`src/rtl/encoder_fec_pkg.sv`:
```
// +-----------------------------------------------------------------------------+
// | encoder_fec_pkg : shared types and sizes for the ADC-to-encoder_fec path     |
// | Rev 1.0 - initial release                                                    |
// +-----------------------------------------------------------------------------+
`default_nettype none

package encoder_fec_pkg;

   localparam int SAMPLE_W        = 8;
   localparam int SAMPLES_PER_MSG = 4;
   localparam int MSG_W           = SAMPLE_W * SAMPLES_PER_MSG;
   localparam int DROP_CNT_W      = 8;

   typedef logic [MSG_W-1:0] message_data_t;

   typedef enum logic [0:0] {
      OUT_IDLE = 1'b0,
      OUT_REQ  = 1'b1
   } out_state_t;

   // A counter over one slot still needs one bit.
   function automatic int cnt_width(input int n);
      return (n > 1) ? $clog2(n) : 1;
   endfunction

endpackage

`default_nettype wire

```
`src/rtl/sample_packer.sv`:
```
// +-----------------------------------------------------------------------------+
// | sample_packer : packs ADC samples LSB-first into a frame, flags full frames  |
// | Rev 1.0 - initial release                                                    |
// +-----------------------------------------------------------------------------+
`default_nettype none

module sample_packer
   import encoder_fec_pkg::*;
#(
   parameter int SAMPLE_W        = encoder_fec_pkg::SAMPLE_W,
   parameter int SAMPLES_PER_MSG = encoder_fec_pkg::SAMPLES_PER_MSG
) (
   input  logic                                clk,
   input  logic                                rst,
   input  logic                                en,
   input  logic                                sample_valid,
   input  logic [SAMPLE_W-1:0]                 sample_in,
   input  logic                                out_busy,
   input  logic                                take,
   output logic                                frame_ready,
   output logic [SAMPLE_W*SAMPLES_PER_MSG-1:0] frame,
   output logic                                drop
);

   localparam int                 c_CNT_W = cnt_width(SAMPLES_PER_MSG);
   localparam logic [c_CNT_W-1:0] c_LAST  = c_CNT_W'(SAMPLES_PER_MSG - 1);
   localparam logic [c_CNT_W-1:0] c_ONE   = c_CNT_W'(1);

   logic [SAMPLE_W*SAMPLES_PER_MSG-1:0] r_asm;
   logic [c_CNT_W-1:0]                  r_fill;
   logic                                r_ready;
   logic                                w_valid;
   logic                                w_accept;
   logic                                w_last;

   // A finished frame with the output still busy leaves nowhere to put a sample.
   assign w_valid  = en & sample_valid;
   assign drop     = w_valid & r_ready & out_busy;
   assign w_accept = w_valid & ~drop;
   assign w_last   = (r_fill == c_LAST);

   always_ff @(posedge clk or posedge rst) begin
      if (rst) begin
         r_asm   <= '0;
         r_fill  <= '0;
         r_ready <= 1'b0;
      end else begin
         if (w_accept) begin
            r_asm[r_fill*SAMPLE_W +: SAMPLE_W] <= sample_in;
            r_fill <= w_last ? '0 : r_fill + c_ONE;
         end
         if (w_accept && w_last) begin
            r_ready <= 1'b1;
         end else if (take) begin
            r_ready <= 1'b0;
         end
      end
   end

   assign frame_ready = r_ready;
   assign frame       = r_asm;

endmodule

`default_nettype wire

```
`src/rtl/adc_frame_builder.sv`:
```
// +-----------------------------------------------------------------------------+
// | adc_frame_builder : ADC samples -> req/ack messages for encoder_fec          |
// | Optional drop counter output enabled by macro ADC_FRAME_DROP_CNT_EN          |
// | Rev 1.0 - initial release                                                    |
// +-----------------------------------------------------------------------------+
`default_nettype none

module adc_frame_builder
   import encoder_fec_pkg::*;
#(
   parameter int SAMPLE_W        = encoder_fec_pkg::SAMPLE_W,
   parameter int SAMPLES_PER_MSG = encoder_fec_pkg::SAMPLES_PER_MSG
) (
   input  logic                clk,
   input  logic                rst,
   input  logic                en,
   input  logic                sample_valid,
   input  logic [SAMPLE_W-1:0] sample_in,
   output logic                req,
   output message_data_t       data_out,
   input  logic                ack,
   output logic                overflow
`ifdef ADC_FRAME_DROP_CNT_EN
   ,
   output logic [DROP_CNT_W-1:0] drop_cnt
`endif
);

   out_state_t    r_state;
   out_state_t    w_state_nxt;
   message_data_t r_data;
   message_data_t w_frame;
   logic          r_overflow;
   logic          w_take;
   logic          w_frame_ready;
   logic          w_drop;

   sample_packer #(
      .SAMPLE_W        (SAMPLE_W),
      .SAMPLES_PER_MSG (SAMPLES_PER_MSG)
   ) u_packer (
      .clk          (clk),
      .rst          (rst),
      .en           (en),
      .sample_valid (sample_valid),
      .sample_in    (sample_in),
      .out_busy     (r_state == OUT_REQ),
      .take         (w_take),
      .frame_ready  (w_frame_ready),
      .frame        (w_frame),
      .drop         (w_drop)
   );

   always_ff @(posedge clk or posedge rst) begin
      if (rst) begin
         r_state <= OUT_IDLE;
      end else begin
         r_state <= w_state_nxt;
      end
   end

   // Leaving OUT_REQ always lands in OUT_IDLE, which guarantees a req-low gap.
   always_comb begin
      w_state_nxt = r_state;
      w_take      = 1'b0;
      case (r_state)
         OUT_IDLE: begin
            if (w_frame_ready) begin
               w_state_nxt = OUT_REQ;
               w_take      = 1'b1;
            end
         end
         OUT_REQ: begin
            if (ack) begin
               w_state_nxt = OUT_IDLE;
            end
         end
      endcase
   end

   always_ff @(posedge clk or posedge rst) begin
      if (rst) begin
         r_data     <= '0;
         r_overflow <= 1'b0;
      end else begin
         if (w_take) begin
            r_data <= w_frame;
         end
         if (w_drop) begin
            r_overflow <= 1'b1;
         end
      end
   end

`ifdef ADC_FRAME_DROP_CNT_EN
   logic [DROP_CNT_W-1:0] r_drop_cnt;

   always_ff @(posedge clk or posedge rst) begin
      if (rst) begin
         r_drop_cnt <= '0;
      end else if (w_drop && (r_drop_cnt != '1)) begin
         r_drop_cnt <= r_drop_cnt + DROP_CNT_W'(1);
      end
   end

   assign drop_cnt = r_drop_cnt;
`endif

   assign req      = (r_state == OUT_REQ);
   assign data_out = r_data;
   assign overflow = r_overflow;

endmodule

`default_nettype wire

```
`config.mk`:
```
export PLATFORM = sky130hd
export DESIGN_NAME = adc_frame_builder
export DESIGN_NICKNAME = d
export VERILOG_FILES = /design/src/rtl/encoder_fec_pkg.sv /design/src/rtl/sample_packer.sv /design/src/rtl/adc_frame_builder.sv
export SDC_FILE = /design/constraint.sdc
export NUM_CORES = 1
export LEC_CHECK = 0
export CAP_MARGIN = 20
export CELL_PAD_IN_SITES_DETAIL_PLACEMENT = 1
export CELL_PAD_IN_SITES_GLOBAL_PLACEMENT = 1
export CORE_MARGIN = 2
export CORE_UTILIZATION = 37
export DETAILED_ROUTE_END_ITERATION = 10
export PLACE_DENSITY_LB_ADDON = 0.12
export SYNTH_ARGS = -nofsm -noshare
export SYNTH_HDL_FRONTEND = slang
export SYNTH_SLANG_ARGS = --single-unit
```
`constraint.sdc`:
```
create_clock -name clk -period 2.4 [get_ports clk]
set_clock_uncertainty 0.15 [all_clocks]
set_input_delay 0.72 -clock clk [delete_from_list [all_inputs] [get_ports clk]]
set_output_delay 0.72 -clock clk [all_outputs]
set_load 0.1 [all_outputs]
```
**Word level (Yosys, flattened, before mapping)**

Cells that the tools add are included.

- $add $sub $neg: 2
- Equal/unequal tests: 1
- Shifts and indexed selects: 2
- Muxes and demuxes: 8
- Bitwise gates (word level): 6
- Reductions and logical operators: 2

Operators by type and width:

| operator | count |
|---|---|
| $neg 5->34 | 1 |
| $shift 8x34->32 const A | 1 |
| $shiftx 8x34->32 | 1 |
| $bwmux 32 | 1 |
| $mux 1 | 5 |
| $and 1x1->1 | 4 |
| $add 2x1->2 const B | 1 |
| $eq 2x2->1 const B | 1 |
| $mux 2 | 1 |
| $not 1->1 | 2 |
| $pmux 1 s2 | 1 |
| $reduce_bool 2->1 | 1 |
| $logic_and 1x1->1 | 1 |

- Bits in registers: 69
- Bits of input ports: 13
- Output and inout bits: 34

**Logic depth before layout (Yosys ltp)**

- Depth in word-level cells: 7
- Gate-level depth with buffers: 7

**Cells and area by module**

Synthesis repeated with hierarchy kept, for this count alone.

- Cells, all modules: 238
- Area, all modules: 3141.8 µm²

By module, submodules not included:

| module | instances | cells an instance | area each (µm²) | sequential area each (µm²) |
|---|---|---|---|---|
| sample_packer | 1 | 163 | 1752.9 | 875.8 |
| adc_frame_builder | 1 | 75 | 1388.8 | 850.8 |

**Worst setup path before layout**

OpenSTA, ideal clock, no wires.

- Kind: flip-flop to flip-flop
- From: register r_state (netlist: req)
- To: register u_packer.r_asm[27] (netlist: u_packer.frame[27])
- Library setup time: 128 ps
- Arrival time: 1945 ps
- Required time: 2122 ps
- Slack: 177 ps
- Cell stages (with the launch flop): 5
- Clock period less this slack: 2223 ps
- Cells stage by stage: dfrtp_1 nand2_1 nand4_1 buf_2 mux2_1

- Longest elaborated chain between the ends: 3

Ends and longest elaborated chain:

| what | RTL line | text |
|---|---|---|
| start, declared | adc_frame_builder.sv:29 | `out_state_t r_state;` |
| start signal, assigned | adc_frame_builder.sv:58 | `r_state <= w_state_nxt;` |
| $and 1x1->1 | sample_packer.sv:38 | `assign drop = w_valid & r_ready & out_busy;` |
| $not 1->1 | sample_packer.sv:39 | `assign w_accept = w_valid & ~drop;` |
| $and 1x1->1 | sample_packer.sv:39 |  |
| end signal, assigned by index | sample_packer.sv:49 | `r_asm[r_fill*SAMPLE_W +: SAMPLE_W] <= sample_in;` |
| end, declared | sample_packer.sv:29 | `logic [SAMPLE_W*SAMPLES_PER_MSG-1:0] r_asm;` |

Every way passes these cells.
A chain may end at the register's enable or synchronous reset.

**Worst setup path in the final report**

- From: input en
- To: register u_packer.r_asm[19] (netlist: u_packer.frame[19])

- Longest elaborated chain between the ends: 5

Ends and longest elaborated chain:

| what | RTL line | text |
|---|---|---|
| start, declared | adc_frame_builder.sv:16 | `input logic en,` |
| $and 1x1->1 * | sample_packer.sv:37 | `assign w_valid = en & sample_valid;` |
| $and 1x1->1 (2 in a row) | sample_packer.sv:38 |  |
| $not 1->1 | sample_packer.sv:39 |  |
| $and 1x1->1 * | sample_packer.sv:39 |  |

Mark *: on every way between the ends. The rest lies on a longest branch, timed or not.

==> impl_metrics.toml <==
[placed_design]
place.gp.congestion = 0.732
place_ws_ns = 0.170
placed_area_mm2 = 0.00362
io_buffers = 46
hpwl_um = 4290

[setup_path]
worst-path-buf-inv = 2
path_class = "input pin to flip-flop"
cp.depth = 4
worstReg2RegStart = "u_packer.r_fill[1]$_DFFE_PP0P_"
startpoint = "en"
end_kind = "flip-flop"
r2r_slack_ns = 0.52
crit_path_end = "u_packer.frame[19]$_DFFE_PP0P_"
cp_cell_sequence = "clkdlybuf4s50_1 -> and4_1 -> buf_4 -> mux2i_1"
required_ns = 2.50
crit_slowest_cell = "clkdlybuf4s50_1"
cp_top_family = "buffers and inverters"
rr_worst_depth = 5
cp_slowest_stage_delay_ns = 0.62
timing.rr.end = "u_packer.frame[11]$_DFFE_PP0P_"
arrival_ns = 2.00
crit_fanout = 8
startpoint_type = "input pin"

[layout]
final_common_cell = "dfrtp_1"
drive_above_1_share_pct = 21.6
area_growth_pct = 33.4
nets = 333
num_antenna_cells = 0
mostFrequentLayoutCells = "69 x dfrtp_1, 62 x nand2_1, 33 x inv_1, 31 x o21ai_0, 30 x mux2i_1"
fillers = 830
final_cell_area_mm2 = 0.00383

[clock_network]
numCtsBuffers = 9
hold_buffers = 0
clkTransAtPathRegs_ns = 0.07
insertion_delay_ns = 0.34
cts_tree = "done"
cts_setup_buffers = 0
cts.path.max_buffers = 2
ctsResizeCount = 0
cts.sink_count = 69
root_buffer = "clkbuf_8"
h-tree-depth = 3

[sta]
layout_min_cycle_time_ns = 1.89
rsz0062_at_grt = "false"
worst_pin_slew_ns = 0.619
fin_crit_sh_pct = 78.8
setup_violations = 0
setup_slack_ns = 0.508
maxSlewHeadroom_pct = 58.7
hold_viol_final = 0
finalSetupTns_ns = 0
clock.fmax_mhz = 528
slew_violations = 0

[routing]
via_per_inst = 4.59
wl_per_cell_um = 14.2
first_pass_iters = 3
drt-total-wl_um = 6000
drt_iter0_drc = 77
via_count = 1939
drtAntennaViolNets = 0
route.detailed.drc = 0

[synth]
synth-seq-cells = 69
synth-xor-area-share_pct = 0
synth-simple-area-share_pct = 12.6
synth_fa_ha_area_share_pct = 2.18
netlist_area_mm2 = 0.00288
synth-seq-area-share_pct = 60.1
postSynthAreaPerCell_um2 = 11.0
syn-num-nets = 280
postSynthCellCount = 262
yosys.cell_types.count = 22
synth_compound_area_share_pct = 5.74
muxShareOfSynthArea_pct = 12.8
yosysWarnings = 0
synth_top_family_by_area = "multiplexers"

[die]
rows = 32
io_pins = 47
initial_core_util_pct = 37.8
die_area_mm2 = 0.00849
dieHeight_um = 92.2
die_w_um = 92.2
coreArea_mm2 = 0.00761

[grt]
gr-total-overflow = 0
grt_max_degree = 70
grt_pass1_vias = 2049
grt_pass1_wl_um = 10200
antenna_found_initial = 0
grt.total_usage_pct = 15.8

[outcome]
status = "finished, final reports clean"

[job]
maxCapViolations = 0

[worst_hold_path]
hold_class = "flip-flop to flip-flop"
## cell families after synthesis
kind of cell             after synthesis
AO/OA/AOI/OAI                         32
flip-flops                            69
multiplexers                          36
AND/OR/NAND/NOR                       75
buffers and inverters                 45
adder cells (fa/ha/maj)                5
## Yosys cell counts
cell      instances  area (um^2)
inv_1            34          128
buf_2             5         25.0
o21ai_0          31          155
nor3b_2           2         25.0
nor4b_4           1         23.8
nand3_1           1         5.00
clkbuf_1          3         11.3
nand2b_1          1         6.26
nand4_2           2         25.0
buf_6             2         22.5
mux2_2            5         56.3
a41o_1            1         10.0
and4_1            1         8.76
nand2_1          62          233
buf_1             1         3.75
dfrtp_1          69         1730
and3b_1           3         26.3
nor2_1            1         3.75
mux2i_1          30          300
nand4_1           1         6.26
mux2_1            1         11.3
ha_1              5         62.6
## worst register-to-register path: stages, from the launching register on
cell     delay, ns
dfrtp_1       0.40
inv_1         0.10
ha_1          0.36
and3b_1       0.30
and3b_1       0.21
mux2_2        0.25
## through the flow
step | cells | util [%] | hold WS (ns)
floorplan | 262 | - | 0.310
global placement | 406 | 47.6 | 0.314
detailed placement | 406 | 47.6 | 0.324
CTS | 422 | 50.4 | 0.341
global route | 422 | 50.4 | 0.379
finish | 422 | 50.4 | 0.332
## worst min-delay path by stage
stage                                          end                           start  cells past startpoint
floorplan           u_packer.frame[27]$_DFFE_PP0P_  u_packer.frame[27]$_DFFE_PP0P_                      1
global placement           data_out[8]$_DFFE_PP0P_         data_out[8]$_DFFE_PP0P_                      2
detailed placement         data_out[8]$_DFFE_PP0P_         data_out[8]$_DFFE_PP0P_                      2
CTS                        data_out[8]$_DFFE_PP0P_         data_out[8]$_DFFE_PP0P_                      2
global route              data_out[14]$_DFFE_PP0P_        data_out[14]$_DFFE_PP0P_                      2
finish                     data_out[7]$_DFFE_PP0P_         data_out[7]$_DFFE_PP0P_                      2
## state kept, by name (all words and copies together) (netlist names)
| register | count |
|---|---|
| data_out | 32 |
| u_packer.frame | 32 |
| u_packer.r_fill | 2 |
| overflow | 1 |
| req | 1 |
| u_packer.frame_ready | 1 |
## routing by layer
layer	track usage, %	routed length (um)
met2	26.7	3090
met4	7.09	109
met1	19.8	2650
met3	2.71	158
met5	0	0
## layout make-up
class	count	area, um^2	share of cell area [%]
multi-input cells	148	961	25.1
well taps	102	128	3.33
flip-flops and latches	69	1730	45.0
repair buffers	53	678	17.7
inverters	34	131	3.43
clock buffers	12	165	4.31
clock inverters	4	45.0	1.17
Power is not shown: default switching activity piles up to over one toggle a cycle in this logic, so the estimate is an artifact.
==> variant 1 (config.mk and constraints unchanged) <==
The option `ADC_FRAME_DROP_CNT_EN` is turned on by a define.
--- a/src/rtl/adc_frame_builder.sv
+++ b/src/rtl/adc_frame_builder.sv
@@ -4,6 +4,8 @@
 // | Rev 1.0 - initial release                                                    |
 // +-----------------------------------------------------------------------------+
 `default_nettype none
+
+`define ADC_FRAME_DROP_CNT_EN
 
 module adc_frame_builder
    import encoder_fec_pkg::*;
Function (old outputs only; new: drop_cnt): kept (Yosys induction, for registers that start in step).
==> variant 1 against the unedited design <==
Die area rose by 15%. Worst setup slack got worse by 68 ps. Wire length up 20%. Largest cell class unchanged. Area after synthesis grew 16%. Critical path type unchanged. Sequential cell count increased by 8. Final area rose by 18%. Synthesized cell count increased by 16%. Critical path depth did not move.
Power is left out: the tool's default activity adds up to more than one toggle a clock period on the data nets, which glitch-free logic cannot reach.
==> variant 1: results (changes against the unedited design) <==
Status: finished, final reports clean (unchanged)
HPWL Detailed: 5.32 mm (was 4.29 mm)
Multi-input logic area: 1210 um^2 (was 961 um^2)
First-pass GRT wire length: 12.4 mm (was 10.2 mm)
Worst R2R Setup Slack: 580 ps (was 520 ps)
CP Data Arrival Time: 2050 ps (was 2000 ps)
Met2 Resource Use GR: 0.246 (was 0.267)
Drt pass-1 iters: 4 (was 3)
Number of H-tree levels: 3 (unchanged)
Port Buf Inserts: 54 (was 46)
Area contributors post-synth: dfrtp_1 58%, mux2i_1 9.3%, nand2_1 7.2% (was dfrtp_1 60%, mux2i_1 10%, nand2_1 8.1%)
Layout cell share with drive strength beyond 1: 0.248 (was 0.216)
Max Used Layer: met4 (unchanged)
CP Launch Point: en (unchanged)
Vias in the first global route: 2455 (was 2049)
Fin. max-slew vios: 0 (unchanged)
Multi-input combinational area share: 0.266 (was 0.251)
Layout Nets: 389 (was 333)
DRT met1 WL: 3.50 mm (was 2.65 mm)
Invs w/o clock: 36 (was 34)
Final GP Congestion: 0.767 (was 0.732)
DR vias/cell: 4.74 (was 4.59)
Gr usage total: 0.161 (was 0.158)
Hold EP: data_out[5]$_DFFE_PP0P_ (was data_out[7]$_DFFE_PP0P_)
Syn nets: 322 (was 280)
Layout non-clock buf frac: 0.205 (was 0.177)
Post-synth EDFFs: 0 (unchanged)
Fill cell count: 960 (was 830)
Yosys cell types: 38 (was 22)
Critical R2R Capture: u_packer.frame[2]$_DFFE_PP0P_ (was u_packer.frame[11]$_DFFE_PP0P_)
Wirelength, routed: 7.23 mm (was 6.00 mm)
Post-synth top cells: 77 x dfrtp_1, 64 x nand2_1, 36 x inv_1, 31 x mux2i_1, 29 x o21ai_0 (was 69 x dfrtp_1, 62 x nand2_1, 34 x inv_1, 31 x o21ai_0, 30 x mux2i_1)
WL met2: 3.35 mm (was 3.09 mm)
GR Util met1: 0.223 (was 0.198)
Post-synth top flop: dfrtp_1 (unchanged)
Setup Buffers After CTS: 0 (unchanged)
Nonclk buf count: 68 (was 53)
Seq/total area: 0.426 (was 0.450)
HP Start: data_out[5]$_DFFE_PP0P_ (was data_out[7]$_DFFE_PP0P_)
Iteration-0 DRC Markers: 52 (was 77)
Register area share after synthesis: 0.578 (was 0.601)
Final clock-cell share: 0.0426 (was 0.0548)
Flip-flop and latch count: 77 (was 69)
CP max FO: 6 (was 8)
Worst slew pin tran: 566 ps (was 619 ps)
GR Layer Usage met3: 0.0411 (was 0.0271)
Multi-input logic cell count: 178 (was 148)
## variant 1: logic make-up (layout without fill, tap and decap cells)
kind of cell | Yosys count | after routing | synth area share
compound gates | 38 | 38 | 0.0623
xor+xnor | 3 | 3 | 0.00788
fa+ha+maj | 6 | 6 | 0.0225
buf+inv | 48 | 120 | 0.0615
flops | 77 | 77 | 0.578
mux | 40 | 40 | 0.126
simple gates | 91 | 91 | 0.143
## variant 1: through the flow
stage	setup WS, ps	utilization	hold WS [ps]	instances
after floorplan	193	-	328	303
after global placement	109	0.497	312	467
after detailed placement	69.7	0.497	313	467
after CTS	415	0.519	341	483
after global routing	374	0.519	379	483
final	440	0.519	335	483
## variant 1: critical path, stage by stage
cell	delay [ps]
clkdlybuf4s50_1	530
nand4_4	150
nor4_2	280
mux2_2	360
==> variant 2 (config.mk and constraints unchanged) <==
Without the edit above. Register the output `overflow` once more; this adds one clock of latency there. The other outputs are not delayed to match.
--- a/src/rtl/adc_frame_builder.sv
+++ b/src/rtl/adc_frame_builder.sv
@@ -108,7 +108,9 @@
 
    assign req      = (r_state == OUT_REQ);
    assign data_out = r_data;
-   assign overflow = r_overflow;
+   always_ff @(posedge clk) begin
+      overflow <= r_overflow;
+   end
 
 endmodule
 
Function: changed (a bounded check fails within 10 cycles, from zero or initial values and one cycle with rst high).
==> variant 2 against the unedited design <==
Critical path depth is 1 higher. Critical endpoint is now u_packer.frame[11]$_DFFE_PP0P_. Via count is 1.4% higher. Worst setup slack better by 7.7 ps. Utilization is 0.16 points higher. Global-route usage is 1.1 points higher. Sequential cell count is 1 higher. Area after synthesis is 0.70% higher. Wire length is 6.1% higher. Final area is 0.85% higher.
Power is not shown: default switching activity piles up to over one toggle a cycle in this logic, so the estimate is an artifact.
==> variant 2: results (changes against the unedited design) <==
Status: finished, final reports clean (unchanged)
Hold depth: 0 (was 2)
First-pass GRT wire length: 10.8 mm (was 10.2 mm)
GR Util met1: 0.231 (was 0.198)
Gr usage total: 0.169 (was 0.158)
CP Data Arrival Time: 1960 ps (was 2000 ps)
Iteration-0 DRC Markers: 34 (was 77)
GR Layer Usage met3: 0.0252 (was 0.0271)
CP endpoint: u_packer.frame[11]$_DFFE_PP0P_ (was u_packer.frame[19]$_DFFE_PP0P_)
Area contributors post-synth: dfrtp_1 60%, mux2i_1 10%, nand2_1 8.0% (was dfrtp_1 60%, mux2i_1 10%, nand2_1 8.1%)
Syn nets: 281 (was 280)
Register area share after synthesis: 0.603 (was 0.601)
Layout Nets: 337 (was 333)
Placed cell area: 3670 um^2 (was 3620 um^2)
WL met2: 3.17 mm (was 3.09 mm)
Fill cell count: 828 (was 830)
Cell count after synthesis: 263 (was 262)
DRT met1 WL: 2.97 mm (was 2.65 mm)
Async SR Flop Fraction: 0.986 (was 1.00)
Largest net degree at the start of global routing: 33 (was 70)
CP Launch Point: u_packer.r_fill[1]$_DFFE_PP0P_ (was en)
Post-synth top cells: 69 x dfrtp_1, 62 x nand2_1, 34 x inv_1, 31 x o21ai_0, 30 x mux2i_1 (unchanged)
Yosys cell types: 23 (was 22)
Layout cell share with drive strength beyond 1: 0.219 (was 0.216)
DR WL/cell: 14.9 um (was 14.2 um)
DR vias/cell: 4.62 (was 4.59)
Min-delay worst type: reg2reg (unchanged)
Max Freq: 0.531 GHz (was 0.528 GHz)
Post-synth top area share: 0.596 (was 0.601)
Vias in the first global route: 2036 (was 2049)
Met2 Resource Use GR: 0.262 (was 0.267)
Hold EP: overflow$_DFF_P_ (was data_out[7]$_DFFE_PP0P_)
Clock root cell: clkbuf_8 (unchanged)
Placed cell count: 410 (was 406)
Hold_ws: 223 ps (was 332 ps)
HPWL Detailed: 4.67 mm (was 4.29 mm)
Drt pass-1 iters: 4 (was 3)
Non-filler cells, final: 426 (was 422)
DR WL met3: 159 um (was 158 um)
Clock slew at reported path FFs: 70 ps (about the same)
Place WS: 150 ps (was 170 ps)
HP Start: r_overflow$_DFFE_PP0P_ (was data_out[7]$_DFFE_PP0P_)
Relative slew margins: 0.621 (was 0.587)
Final GP Congestion: 0.728 (was 0.732)
variant 2: layout make-up:
class | count | area, um^2 | share of cell area
Clock buffer | 12 | 155 | 0.0401
Clock inverter | 4 | 45.0 | 0.0116
Inverter | 34 | 131 | 0.0340
Multi-Input combinational cell | 148 | 961 | 0.248
Sequential cell | 70 | 1750 | 0.452
Tap cell | 102 | 128 | 0.0330
Timing Repair Buffer | 56 | 701 | 0.181
variant 2: logic make-up (layout without fill, tap and decap cells):
group | after synthesis | count (layout) | share of synthesized area
AO/OA/AOI/OAI | 32 | 32 | 0.0570
multiplexers | 36 | 36 | 0.127
AND/OR/NAND/NOR | 75 | 75 | 0.125
flip-flops | 70 | 70 | 0.603
buffers and inverters | 45 | 106 | 0.0657
adder cells (fa/ha/maj) | 5 | 5 | 0.0216
variant 2: worst max-delay path, stage by stage (launching register included):
cell,delay [ps]
dfrtp_1,390
inv_1,90
ha_1,360
and3b_1,320
and3b_1,210
mux2_2,250
